--- src/rtl/inst_decode_pipe_pkg.sv ---
// Shared decode types and the combinational RV32I decoder used ahead of the pipe.
// Holds opcode/arith/branch enums, per-unit control structs and immediate formation.
package corePckg;

  localparam int cXLen = 32;

  typedef enum logic [6:0] {
    eOpLoad    = 7'b0000011,
    eOpMiscMem = 7'b0001111,
    eOpImm     = 7'b0010011,
    eOpAuipc   = 7'b0010111,
    eOpStore   = 7'b0100011,
    eOpReg     = 7'b0110011,
    eOpLui     = 7'b0110111,
    eOpBranch  = 7'b1100011,
    eOpJalr    = 7'b1100111,
    eOpJal     = 7'b1101111,
    eOpSystem  = 7'b1110011
  } tOpcodeEnum;

  typedef enum logic [3:0] {
    eNoOp, eAdd, eSub, eShftLeft, eSetLess, eSetLessU,
    eXor, eShftRight, eShftRightArit, eOr, eAnd
  } tArithEnum;

  typedef enum logic [3:0] {
    eNoBranch, eEqual, eNotEqual, eLess, eGreaterEq, eLessU, eGreaterEqU, eJal, eJalr
  } tBranchEnum;

  typedef enum logic [2:0] {eImmI, eImmS, eImmB, eImmU, eImmJ, eImmNone} tImmFmt;

  typedef struct packed {
    tOpcodeEnum        opcode;
    logic [4:0]        rd;
    logic [4:0]        rs1;
    logic [4:0]        rs2;
    logic [2:0]        funct3;
    logic [6:0]        funct7;
    logic [cXLen-1:0]  imm;
    logic [cXLen-1:0]  curPc;
  } tDecodedInst;

  typedef struct packed {
    logic       dv;
    logic       isLoad;
    logic       isStore;
    logic [2:0] size;
  } tDecodedMemOp;

  typedef struct packed {
    logic      dv;
    tArithEnum arith;
    logic      opRs1;
    logic      opRs2;
    logic      opImm;
    logic      opPc;
    logic      opConst;
  } tDecodedRegOp;

  typedef struct packed {
    logic       dv;
    tBranchEnum branch;
  } tDecodedBranchOp;

  typedef struct packed {
    logic            illegal;
    tDecodedBranchOp branchOp;
    tDecodedRegOp    regOp;
    tDecodedMemOp    memOp;
    tDecodedInst     dec;
  } tDecodeBundle;

  function automatic logic [cXLen-1:0] immGen(input logic [31:0] inst, input tImmFmt fmt);
    logic [cXLen-1:0] imm;
    case (fmt)
      eImmI:   imm = {{20{inst[31]}}, inst[31:20]};
      eImmS:   imm = {{20{inst[31]}}, inst[31:25], inst[11:7]};
      eImmB:   imm = {{19{inst[31]}}, inst[31], inst[7], inst[30:25], inst[11:8], 1'b0};
      eImmU:   imm = {inst[31:12], 12'b0};
      eImmJ:   imm = {{11{inst[31]}}, inst[31], inst[19:12], inst[20], inst[30:21], 1'b0};
      default: imm = '0;
    endcase
    return imm;
  endfunction

  // alt selects SUB / arithmetic right shift where funct3 allows it
  function automatic tArithEnum arithFromF3(input logic [2:0] f3, input logic alt);
    tArithEnum a;
    case (f3)
      3'b000:  a = alt ? eSub : eAdd;
      3'b001:  a = eShftLeft;
      3'b010:  a = eSetLess;
      3'b011:  a = eSetLessU;
      3'b100:  a = eXor;
      3'b101:  a = alt ? eShftRightArit : eShftRight;
      3'b110:  a = eOr;
      default: a = eAnd;
    endcase
    return a;
  endfunction

  function automatic tDecodeBundle decodeInst(input logic [31:0] inst, input logic [31:0] pc,
                                              input logic fenceAsNop);
    tDecodeBundle b;
    tImmFmt       fmt;
    logic         ill;
    logic [2:0]   f3;
    logic [6:0]   f7;
    b   = '0;
    fmt = eImmNone;
    ill = 1'b0;
    f3  = inst[14:12];
    f7  = inst[31:25];
    b.dec.opcode = tOpcodeEnum'(inst[6:0]);
    b.dec.rd     = inst[11:7];
    b.dec.rs1    = inst[19:15];
    b.dec.rs2    = inst[24:20];
    b.dec.funct3 = f3;
    b.dec.funct7 = f7;
    b.dec.curPc  = pc;
    case (inst[6:0])
      eOpLoad: begin
        fmt = eImmI;
        b.memOp = '{dv: 1'b1, isLoad: 1'b1, isStore: 1'b0, size: f3};
        b.regOp = '{dv: 1'b1, arith: eAdd, opRs1: 1'b1, opRs2: 1'b0, opImm: 1'b1, opPc: 1'b0, opConst: 1'b0};
        ill = (f3 == 3'b011) || (f3 == 3'b110) || (f3 == 3'b111);
      end
      eOpStore: begin
        fmt = eImmS;
        b.memOp = '{dv: 1'b1, isLoad: 1'b0, isStore: 1'b1, size: f3};
        b.regOp = '{dv: 1'b1, arith: eAdd, opRs1: 1'b1, opRs2: 1'b0, opImm: 1'b1, opPc: 1'b0, opConst: 1'b0};
        ill = f3[2] || (f3 == 3'b011);
      end
      eOpImm: begin
        fmt = eImmI;
        b.regOp = '{dv: 1'b1, arith: arithFromF3(f3, (f3 == 3'b101) && f7[5]),
                    opRs1: 1'b1, opRs2: 1'b0, opImm: 1'b1, opPc: 1'b0, opConst: 1'b0};
        ill = ((f3 == 3'b001) && (f7 != 7'b0000000)) ||
              ((f3 == 3'b101) && (f7 != 7'b0000000) && (f7 != 7'b0100000));
      end
      eOpReg: begin
        b.regOp = '{dv: 1'b1, arith: arithFromF3(f3, f7[5]),
                    opRs1: 1'b1, opRs2: 1'b1, opImm: 1'b0, opPc: 1'b0, opConst: 1'b0};
        ill = ((f7 != 7'b0000000) && (f7 != 7'b0100000)) ||
              ((f7 == 7'b0100000) && (f3 != 3'b000) && (f3 != 3'b101));
      end
      eOpLui: begin
        fmt = eImmU;
        b.regOp = '{dv: 1'b1, arith: eNoOp, opRs1: 1'b0, opRs2: 1'b0, opImm: 1'b1, opPc: 1'b0, opConst: 1'b0};
      end
      eOpAuipc: begin
        fmt = eImmU;
        b.regOp = '{dv: 1'b1, arith: eAdd, opRs1: 1'b0, opRs2: 1'b0, opImm: 1'b1, opPc: 1'b1, opConst: 1'b0};
      end
      eOpJal, eOpJalr: begin
        fmt = (inst[6:0] == eOpJal) ? eImmJ : eImmI;
        // link value is pc + constant 4; target is formed by the branch unit
        b.regOp    = '{dv: 1'b1, arith: eAdd, opRs1: 1'b0, opRs2: 1'b0, opImm: 1'b0, opPc: 1'b1, opConst: 1'b1};
        b.branchOp = '{dv: 1'b1, branch: (inst[6:0] == eOpJal) ? eJal : eJalr};
      end
      eOpBranch: begin
        fmt = eImmB;
        b.branchOp.dv = 1'b1;
        case (f3)
          3'b000:  b.branchOp.branch = eEqual;
          3'b001:  b.branchOp.branch = eNotEqual;
          3'b100:  b.branchOp.branch = eLess;
          3'b101:  b.branchOp.branch = eGreaterEq;
          3'b110:  b.branchOp.branch = eLessU;
          3'b111:  b.branchOp.branch = eGreaterEqU;
          default: ill = 1'b1;
        endcase
      end
      eOpMiscMem: ill = !fenceAsNop;
      default:    ill = 1'b1;
    endcase
    if (inst[1:0] != 2'b11) ill = 1'b1;
    b.dec.imm = immGen(inst, fmt);
    if (ill) begin
      b.memOp    = '0;
      b.regOp    = '0;
      b.branchOp = '0;
      b.dec.imm  = '0;
    end
    b.illegal = ill;
    return b;
  endfunction

endpackage

--- src/rtl/inst_decode_pipe_slice.sv ---
// One valid/ready register stage carrying an opaque payload.
// Loads when empty or when downstream takes the current entry; flush clears the valid bit.
module dec_pipe_slice #(
  parameter int pWidth = 8
) (
  input  logic              iClk,
  input  logic              iRst,
  input  logic              iFlush,
  input  logic              iValid,
  output logic              oReady,
  input  logic [pWidth-1:0] iData,
  output logic              oValid,
  input  logic              iReady,
  output logic [pWidth-1:0] oData
);

  logic              validQ;
  logic [pWidth-1:0] dataQ;

  assign oReady = !validQ || iReady;
  assign oValid = validQ;
  assign oData  = dataQ;

  always_ff @(posedge iClk) begin
    if (iRst) begin
      validQ <= 1'b0;
      dataQ  <= '0;
    end else begin
      if (iFlush)      validQ <= 1'b0;
      else if (oReady) validQ <= iValid;
      if (oReady && iValid && !iFlush) dataQ <= iData;
    end
  end

endmodule

--- src/rtl/inst_decode_pipe.sv ---
// RV32I decode followed by pStages valid/ready register slices (latency pStages, 1/cycle).
// Decode is combinational on the input; the slices only carry the decoded bundle.
module inst_decode_pipe
  import corePckg::*;
#(
  parameter int pXLEN       = 32,
  parameter int pStages     = 2,
  parameter int pFenceAsNop = 1
) (
  input  logic             iClk,
  input  logic             iRst,
  input  logic [pXLEN-1:0] iInst,
  input  logic [pXLEN-1:0] iCurPc,
  input  logic             iValid,
  output logic             oReady,
  input  logic             iFlush,
  output logic             oValid,
  input  logic             iReady,
  output tDecodedInst      oDecoded,
  output tDecodedMemOp     oMemOp,
  output tDecodedRegOp     oRegOp,
  output tDecodedBranchOp  oBranchOp,
  output logic             oIllegal
);

  localparam int cBundleW = $bits(tDecodeBundle);

  logic [pStages:0]    vldChain;
  logic [pStages:0]    rdyChain;
  logic [cBundleW-1:0] dataChain [pStages+1];
  tDecodeBundle        decIn;
  tDecodeBundle        decOut;

  always_comb decIn = decodeInst(iInst, iCurPc, pFenceAsNop != 0);

  assign vldChain[0]       = iValid;
  assign dataChain[0]      = decIn;
  assign oReady            = rdyChain[0];
  assign rdyChain[pStages] = iReady;

  for (genvar k = 0; k < pStages; k++) begin : gStage
    dec_pipe_slice #(.pWidth(cBundleW)) uSlice (
      .iClk   (iClk),
      .iRst   (iRst),
      .iFlush (iFlush),
      .iValid (vldChain[k]),
      .oReady (rdyChain[k]),
      .iData  (dataChain[k]),
      .oValid (vldChain[k+1]),
      .iReady (rdyChain[k+1]),
      .oData  (dataChain[k+1])
    );
  end

  assign decOut    = tDecodeBundle'(dataChain[pStages]);
  assign oValid    = vldChain[pStages];
  assign oDecoded  = decOut.dec;
  assign oMemOp    = decOut.memOp;
  assign oRegOp    = decOut.regOp;
  assign oBranchOp = decOut.branchOp;
  assign oIllegal  = decOut.illegal;

endmodule

--- config.mk ---
export PLATFORM = sky130hd
export DESIGN_NAME = inst_decode_pipe
export DESIGN_NICKNAME = d
export VERILOG_FILES = /design/src/rtl/inst_decode_pipe_pkg.sv /design/src/rtl/inst_decode_pipe_slice.sv /design/src/rtl/inst_decode_pipe.sv
export SDC_FILE = /design/constraint.sdc
export NUM_CORES = 1
export LEC_CHECK = 0
export BUFFER_PORTS_ARGS = -buffer_cell sky130_fd_sc_hd__buf_4
export CORE_UTILIZATION = 25
export CTS_CLUSTER_SIZE = 40
export DETAILED_ROUTE_END_ITERATION = 7
export GPL_TIMING_DRIVEN = 0
export PLACE_DENSITY = 0.45
export SKIP_LAST_GASP = 1
export SLEW_MARGIN = 20
export SYNTH_ARGS = -nofsm -noshare
export SYNTH_HDL_FRONTEND = slang
export SYNTH_SLANG_ARGS = --single-unit
--- constraint.sdc ---
create_clock -name iClk -period 6.53 [get_ports iClk]
set_clock_uncertainty 0.05 [all_clocks]
set_input_delay 1.306 -clock iClk [delete_from_list [all_inputs] [get_ports iClk]]
set_output_delay 1.306 -clock iClk [all_outputs]
set_load 0.01 [all_outputs]
## After elaboration in Yosys (flattened, before gate mapping)

Cells that the tools add are included.

- Register bits: 238
- Bits of input ports: 69
- Output and inout port bits: 120
- Word-level logic and storage cells: 80

- Eq/ne operators: 25
- Multiplexer cells: 19
- Reductions and logical operators: 32

Operators with widths:

| cell | number |
|---|---|
| 32-bit one-hot mux with 5 select lines | 1 |
| 10-bit one-hot mux with 6 select lines | 1 |
| 4-bit one-hot mux with 7 select lines | 2 |
| 32-bit two-way mux | 1 |
| 7-bit by 6-bit equality test with 1-bit output, second input constant | 4 |
| 7-bit equality test, second input constant | 3 |
| 21-bit two-way mux | 1 |
| 3-bit one-hot mux with 6 select lines | 1 |
| 3-bit equality test, second input constant | 5 |
| 3-bit one-hot mux with 5 select lines | 1 |
| 7-bit by 5-bit equality test with 1-bit output, second input constant | 2 |
| 3-bit by 2-bit equality test with 1-bit output, second input constant | 4 |
| 4-bit two-way mux | 3 |
| 6-bit one-hot mux with 2 select lines | 1 |
| 1-bit logical AND | 11 |
| 5-bit one-hot mux with 2 select lines | 1 |
| 2-bit OR reduction | 5 |
| 7-bit by 2-bit equality test with 1-bit output, second input constant | 1 |
| 7-bit by 4-bit equality test with 1-bit output, second input constant | 1 |
| 1-bit logical OR | 7 |
| 7-bit by 6-bit != test with 1-bit output, second input constant | 1 |
| 7-bit nonzero test | 1 |
| 3-bit by 1-bit equality test with 1-bit output, second input constant | 2 |
| 3-bit logical NOT | 2 |
| other kinds (10) | 14 |

## Logic depth before layout (Yosys ltp)

Gate-level depths: netlist of the first run.

- Depth after elaboration: 7
- Mapped depth: 7
- Gate-level depth less buffers: 6

## Cells and area by module

Synthesis of the first run repeated with hierarchy kept, for this count alone.

- Cells, all modules: 1212
- Area total of the unflattened synthesis: 11651.2 µm²

Modules (own cells, without submodules):

| module | times used | cells an instance | area an instance (µm²) | sequential area each (µm²) |
|---|---|---|---|---|
| dec_pipe_slice | 2 | 517 | 5293.8 | 2382.3 |
| inst_decode_pipe | 1 | 178 | 1063.5 | 0.0 |

## Worst setup path after synthesis of the first run

No wires, ideal clock.

- Path kind: input to register
- Start point: input iInst[2]
- End point: register gStage[0].uSlice.dataQ[44]
- Setup time: 117 ps
- Arrival time: 2923 ps
- Data required time: 6363 ps
- Slack: 3440 ps
- Stages: 7
- Buffers on the path: 2
- Cells stage by stage: or2_1 buf_6 or3_4 a2111oi_4 nor3_4 buf_6 a22o_1

- Cells in the longest elaborated chain, start to end: 6
- Elaborated cells on any way between the ends: 25
- Those cells by class: 14 x eq/ne; 6 x mux; 5 x reduce/logical

RTL lines:

| item | RTL line | text |
|---|---|---|
| start, declared | inst_decode_pipe.sv:12 | `input logic [pXLEN-1:0] iInst,` |
| 7-bit equality test (tied with other cells) | inst_decode_pipe_pkg.sv:121, inst_decode_pipe_pkg.sv:156 |  |
| 2-bit OR reduction (tied with other cells) | inst_decode_pipe_pkg.sv:121 | `case (inst[6:0])` |
| 3-bit one-hot mux with 5 select lines | inst_decode_pipe_pkg.sv:121 |  |
| 3-bit equality test (tied with other cells) | inst_decode_pipe_pkg.sv:75 | `case (fmt)` |
| 32-bit one-hot mux with 5 select lines | inst_decode_pipe_pkg.sv:75 |  |
| 32-bit two-way mux * | inst_decode_pipe_pkg.sv:179 | `if (ill) begin` |
| end signal, assigned | inst_decode_pipe_slice.sv:31 | `if (oReady && iValid && !iFlush) dataQ <= iData;` |
| end, declared | inst_decode_pipe_slice.sv:18 | `logic [pWidth-1:0] dataQ;` |

Every way passes the cells marked *; elsewhere a longest branch is shown, timed or not.
A chain may end at the register's enable or synchronous reset.

## Final worst setup path of the first run

- Start point: input iReady
- End point: output oReady

- Cells in the longest elaborated chain, start to end: 2

RTL lines:

| item | RTL line | text |
|---|---|---|
| start, declared | inst_decode_pipe.sv:18 | `input logic iReady,` |
| 1-bit logical OR (2 in series) | inst_decode_pipe_slice.sv:20 | `assign oReady = !validQ \|\| iReady;` |
| end, declared | inst_decode_pipe.sv:15 | `output logic oReady,` |

Every way passes these cells.

==> results.md, run 1 <==
* Status: completed
* Post-CTS Hold Fix Bufs at 0
* XOR/XNOR Fraction of Synth Area at 0%
* Crit path launch type: input pin
* M1 WL at 14.8 mm
* R2R cell count at 6
* Max_slew headroom at 32.6%
* Pint at 2500 uW
* Pwr dens at 258 nW/um^2
* Largest family of logic cells by synthesized area: simple AND/OR/NAND/NOR gates
* Switch share at 23.6%
* Critical-path cell list: buf_4 > and3b_1 > inv_1 > buf_4
* Highest metal layer with signal wires: met4
* GP Congestion at 0.820
* Comb power frac at 5.9%
* Slew Viols, Final at 0
* Number of gates resized after cts at 0
* Die Ht at 199 um
* RSZ-0062 raised after global routing: no
* Ranking of synthesized cells by area: dfxtp_1 (49%), nand2_1 (15%), a21oi_1 (10%), buf_4 (9.1%), a22o_1 (3.6%)
* Clk sinks at 238
* Net Switching at 772 uW
* FF-to-FF setup slack at 3.83 ns
* Yosys top cell area share at 49.2%
* Root cell of the clock tree: clkbuf_16
* Final Hold Vio Count at 0
* CTS H-tree depth at 1
* First-pass GRT wire length at 45.7 mm
* Die area at 39600 um^2
* CTS tree: built
* Number of top-level pins at 189
* Starting density of the core at 25.5%
* Post-synthesis mux area share at 0.116%
* Max cap viols at 0
* Synth Area per Inst at 8.16 um^2
* Synthesized cell area at 9690 um^2
* Period utilisation layout at 49.5%
* FP Rows at 71
* Worst min-delay path startpoint: gStage[0].uSlice.oData[8]
* Wirelength, routed at 30.8 mm
* Crit-path most repeated cell: buf_4
* Clock buffer depth at 3
* Max Fclk at 309 MHz
* Final count of negative-setup-slack endpoints at 0
* Commonest non-fill, non-tap cell in the layout: nand2_1
* Final core utilization at 33.4%
* Post-synthesis cell type count at 55
* Total GRT Usage at 15.1%
* Fill count at 4103
* Compound-Gate Fraction of Synth Area at 18.5%
* Vias per inst at 4.33
* Post-synthesis simple-gate area fraction at 19.5%
* CTS Buf Count at 28
* Post-route ant nets at 0
* #FFs+latches synth at 238
* Crit path max-delay cell type: and3b_1
* Mapped Nets at 1257
* Clock latency on the worst-skew pair at 0.56 ns
* HP Class: reg2reg
* Most frequent cells in the layout: nand2_1 (385), buf_4 (302), dfxtp_1 (238)
* Ys Warns at 0
* Critical path buffers and inverters at 3
* Mapped Cells at 1188
* Wire length on met2 at 14.2 mm
* Largest net degree at the start of global routing at 16
* Maximum VDD drop at 0.184 mV
* CP peak stage delay at 0.25 ns
* Seq pwr share at 45.4%
* Setup CP Type: in2out
* Synth area leader: dfxtp_1
* Final min period at 3.23 ns
* Leakage at 0.00514 uW
* Routed WL per cell at 15.9 um
* Data required, critical path at 5.17 ns
* Total number of vias at 8379
* Async SR Flop Fraction at 0%
* Setup_tns at 0 ns
* Met3 WL at 1.46 mm
* Crit Path Max Fanout at 3
* Cell family with most CP delay: buffers and inverters
* Slew @ Worst Pin at 1.01 ns
* Port-buffer cells at 185
* TritonRoute pass-1 iters at 5
* Number of setup buffers added after CTS at 0
* Initial DRC Count at 293
* Hold path endpoint: gStage[1].uSlice.oData[8]
* Critical path data arrival time at 1.88 ns
* Clk pin slew, worst setup/hold paths at 0.06 ns
* Post-synthesis adder-cell area fraction at 0%
* Die X-Extent at 199 um
* Worst R2R Start: gStage[0].uSlice.oValid
* Top FF cell, synth: dfxtp_1
* Grt ovf at 0
* Post-synth EDFFs at 0
* Clock power frac at 48.7%
* Vias in the first global route at 7892
* Drt drc at 0
* Core area at 37900 um^2
* Final #Nets at 1472
* Hold depth at 2
* Reg2Reg Capture Point: gStage[0].uSlice.oData[25]
* Initial antenna violation count at 1
* Critical Path Sink Type: output pin
* Share of layout cells above drive strength 1 at 25.6%
* Detailed placement HPWL at 23.1 mm
* Area delta synth->final at 30.8%
* Sequential fraction of the synthesis area at 49.2%
## power by group through the flow
stage          sequential [uW]  clock [uW]  combinational (uW)
6_report                  1490        1590                 194
5_1_grt                   1490        1690                 215
4_1_cts                   1490        1640                 197
3_5_place_dp              1520           0                 197
3_3_place_gp              1520           0                 196
2_1_floorplan             1510           0                 102
## cell families (layout without fill, tap and decap cells)
group                  after synthesis  after routing
buffers and inverters              204            440
flip-flops                         238            238
AND/OR/NAND/NOR                    452            452
other                                0              1
AO/OA/AOI/OAI                      293            293
multiplexers                         1              1
## routing by layer
layer,GRT usage [%],up-vias
met5,0,-
met4,2.93,0
met3,2.51,31
met2,25.1,189
met1,20.5,3901
li1,-,4258
## worst max path at each step
stage,startpoint,to,slack (ns),cells after the start
after floorplan,iInst[2],gStage[0].uSlice.oData[44],3.44,7
after global placement,iReady,gStage[1].uSlice.oData[32],2.65,8
after detailed placement,iReady,gStage[0].uSlice.oData[25],2.65,7
after CTS,iReady,gStage[0].uSlice.oData[25],3.24,7
after global routing,iReady,gStage[1].uSlice.oData[26],3.07,8
final,iReady,oReady,3.30,4
## final cells by class
class                      instances  area [um^2]  share of cell area [%]
clock inverter                    10          128                    1.01
antenna                            1         2.50                  0.0197
clock buffer                      41          830                    6.54
inverter                           5         18.8                   0.148
sequential                       238         4760                    37.6
timing repair buffer             185         1390                    11.0
buffer                           199         1210                    9.54
multi-input combinational        746         3700                    29.2
tap                              511          639                    5.04
## flip-flops by register name, summed over array words and instances, names as in the netlist
| register | flops |
|---|---|
| gStage.uSlice.oData | 236 |
| gStage.uSlice.oValid | 2 |
## worst register-to-register path, cell delays in order, from the launching register on
cell and delay [ns]:
dfxtp_1 0.33, and3b_1 0.21, nor3b_2 0.56, clkbuf_1 0.65
buf_1 0.53, nand2_1 0.15, a21oi_1 0.16
## through the flow
step	worst slack (ns)	area, um^2	std cells	hold slack (ns)	power [uW]
2_1_floorplan	3.44	9690	1188	0.370	1620
3_3_place_gp	2.65	11700	1884	0.387	1710
4_1_cts	3.24	12700	1935	0.401	3320
3_5_place_dp	2.65	11700	1884	0.395	1710
6_report	3.30	12700	1936	0.398	3270
5_1_grt	3.07	12700	1935	0.418	3400
## Yosys cell counts (2+ instances only)
master and instances:
a22o_1 40, or4_1 2, a211oi_1 2, nand3_1 3, a32o_1 3, nor2_1 18, nand2b_1 3, nor3b_1 3
buf_1 8, and2_1 2, nand2_1 385, buf_6 3, o31ai_1 2, a21oi_1 194, nand3b_1 3, nor3_1 5
dfxtp_1 238, nor4_1 2, o21ai_0 10, a22oi_1 7, o211ai_1 2, inv_1 5, buf_4 117, and3b_1 3
a2111oi_4 2, o41ai_1 2, clkbuf_1 70, or2_1 2, a31oi_1 2, nor2b_1 6, a21o_1 20
(Power assumes the default switching activity.)
==> inputs of run 2 (changes only) <==
--- a/config.mk
+++ b/config.mk
@@ -10,7 +10,7 @@
 export CTS_CLUSTER_SIZE = 40
 export DETAILED_ROUTE_END_ITERATION = 7
 export GPL_TIMING_DRIVEN = 0
-export PLACE_DENSITY = 0.45
+export PLACE_DENSITY = 0.47
 export SKIP_LAST_GASP = 1
 export SLEW_MARGIN = 20
 export SYNTH_ARGS = -nofsm -noshare
==> constraint.sdc (replaced) <==
create_clock -name iClk -period 2.75 [get_ports iClk]
set_clock_uncertainty 0.05 [all_clocks]
set_input_delay 0.55 -clock iClk [delete_from_list [all_inputs] [get_ports iClk]]
set_output_delay 0.55 -clock iClk [all_outputs]
set_load 0.01 [all_outputs]
==> run 2 against run 1 <==
Sequential share of layout area down 0.25 points. Clock power rose to 2.6 times the previous value. Sequential power up 140%. Non-clock buffer count down 1. Register-to-register slack worse by 3.6 ns. Flip-flop and latch count unchanged. Worst setup slack worse by 3.0 ns. Critical path depth up 2. Critical endpoint is now gStage[0].uSlice.oData[49]. Largest cell class unchanged.
==> results.md, run 2 (same netlist as run 1, synthesis figures left out) <==
* Status: completed
* Drt drc at 0 (unchanged)
* RSZ-0062 raised after global routing: no
* Finished Layout Cells at 1935 (-0.052%)
* Max_slew headroom at 32.3% (-0.32 points)
* Data required, critical path at 3.18 ns (-1.99 ns)
* Max Fclk at 401 MHz
* Pwr dens at 634 nW/um^2 (+150%)
* Max cap viols at 0 (unchanged)
* Maximum VDD drop at 0.543 mV (+200%)
* Critical path data arrival time at 2.92 ns (+1.04 ns)
* Initial antenna violation count at 0 (-1)
* Clock buffer depth at 3 (unchanged)
* Number of gates resized after cts at 1 (+1)
* Core area at 37900 um^2 (unchanged)
* Critical Path Sink Type: flip-flop
* CTS Buf Count at 28 (unchanged)
* Clock latency on the worst-skew pair at 0.54 ns (-0.02 ns)
* Area after DPL at 11700 um^2 (unchanged)
* Post-route ant nets at 0 (unchanged)
* Vias in the first global route at 8006 (+1.4%)
* HP Class: in2reg
* Number of top-level pins at 189 (unchanged)
* Final min period at 2.50 ns
* Commonest non-fill, non-tap cell in the layout: nand2_1
* Crit path launch: gStage[0].uSlice.oValid
* Setup CP Type: reg2reg
* Antenna cells at 0 (-1)
* Grt ovf at 0 (unchanged)
* Final Hold Vio Count at 0 (unchanged)
* Area delta synth->final at 31.7%
* Root cell of the clock tree: clkbuf_16
* Design Area, Final at 12800 um^2 (+0.66%)
* Die area at 39600 um^2 (unchanged)
* GP Congestion at 0.831 (+1.4%)
* Period utilisation layout at 90.8%
* Share of layout cells above drive strength 1 at 25.8% (+0.21 points)
* Tot Pwr at 8090 uW (+150%)
* Post-CTS Hold Fix Bufs at 0 (unchanged)
* Port-buffer cells at 185 (unchanged)
* Largest net degree at the start of global routing at 15 (-1)
* Final count of negative-setup-slack endpoints at 0 (unchanged)
* Leakage at 0.00517 uW (+0.69%)
* Crit Path Max Fanout at 10 (+7)
* Slew Viols, Final at 0 (unchanged)
* Wirelength, routed at 30.5 mm (-1.0%)
* Worst R2R Start: gStage[0].uSlice.oValid
* Die Ht at 199 um (unchanged)
* Vias per inst at 4.36 (+0.76%)
* First-pass GRT wire length at 45.7 mm (about the same)
* Max reg flops at 236 (unchanged)
* Clk pin slew, worst setup/hold paths at 0.06 ns (about the same)
* Worst min-delay path startpoint: iFlush
* Initial DRC Count at 432 (+47%)
* CTS tree: built
* TritonRoute pass-1 iters at 5 (unchanged)
* Final #Nets at 1471 (-0.068%)
* Number of setup buffers added after CTS at 0 (unchanged)
* Dpl cells at 1884 (unchanged)
* Starting density of the core at 25.5% (unchanged)
* Clk sinks at 238 (unchanged)
* Most frequent cells in the layout: nand2_1 (385), buf_4 (302), dfxtp_1 (238)
* FP Rows at 71 (unchanged)
* Total GRT Usage at 15.0% (-0.057 points)
* Die X-Extent at 199 um (unchanged)
* Crit path launch type: flip-flop
* Detailed placement HPWL at 22.9 mm (-0.92%)
* Total number of vias at 8438 (+0.70%)
* Routed WL per cell at 15.8 um (-0.95%)
* CTS H-tree depth at 1 (unchanged)
* Slew @ Worst Pin at 1.01 ns (-0.00442 ns)
## run 2: worst max-delay path, cell delays in order (launching register included)
cell       delay [ns]
dfxtp_1          0.32
and3b_1          0.21
nor3b_2          0.58
o2111ai_2        0.45
nor3_4           0.48
buf_6            0.20
a22o_1           0.13
## run 2: cell type report
class,instances,area (um^2)
inverters,5,18.8
flip-flops and latches,238,4760
clock buffers,41,820
fillers,4110,25200
plain buffers,198,1210
well taps,511,639
multi-input cells,746,3700
clock inverters,11,224
repair buffers,185,1390
## run 2: report_power, final
group	switching, uW	internal (uW)	leakage, uW
logic	300	159	0.00275
registers	25.7	3500	0.00192
clock network	1480	2630	0.000499
## run 2: final timing paths
check                                    end  slack (ns)  cells past startpoint
setup / recovery  gStage[0].uSlice.oData[49]        0.25                      6
hold / removal       gStage[1].uSlice.oValid        0.18                      2
hold reg to reg   gStage[1].uSlice.oData[25]        0.40                      2
setup reg to reg  gStage[0].uSlice.oData[49]        0.25                      6
## run 2: per-layer routing
layer | track usage, % | routed length, um | share of wire [%] | up-vias
met5 | 0 | 0 | 0 | -
met4 | 2.93 | 427 | 1.4 | 0
met3 | 2.70 | 1620 | 5.3 | 34
met2 | 24.5 | 13700 | 45 | 196
met1 | 20.7 | 14700 | 48 | 3953
li1 | - | - | - | 4255
## run 2: metrics by stage
stage          hold slack [ns]  TNS, ns  util, %  setup slack, ns
3_3_place_gp             0.386   -12.99     30.9           -0.338
3_5_place_dp             0.392   -14.05     30.9           -0.351
6_report                 0.181        0     33.6            0.254
5_1_grt                  0.162        0     33.6           0.0780
2_1_floorplan            0.370        0        -            0.416
4_1_cts                  0.155        0     33.6           0.0641
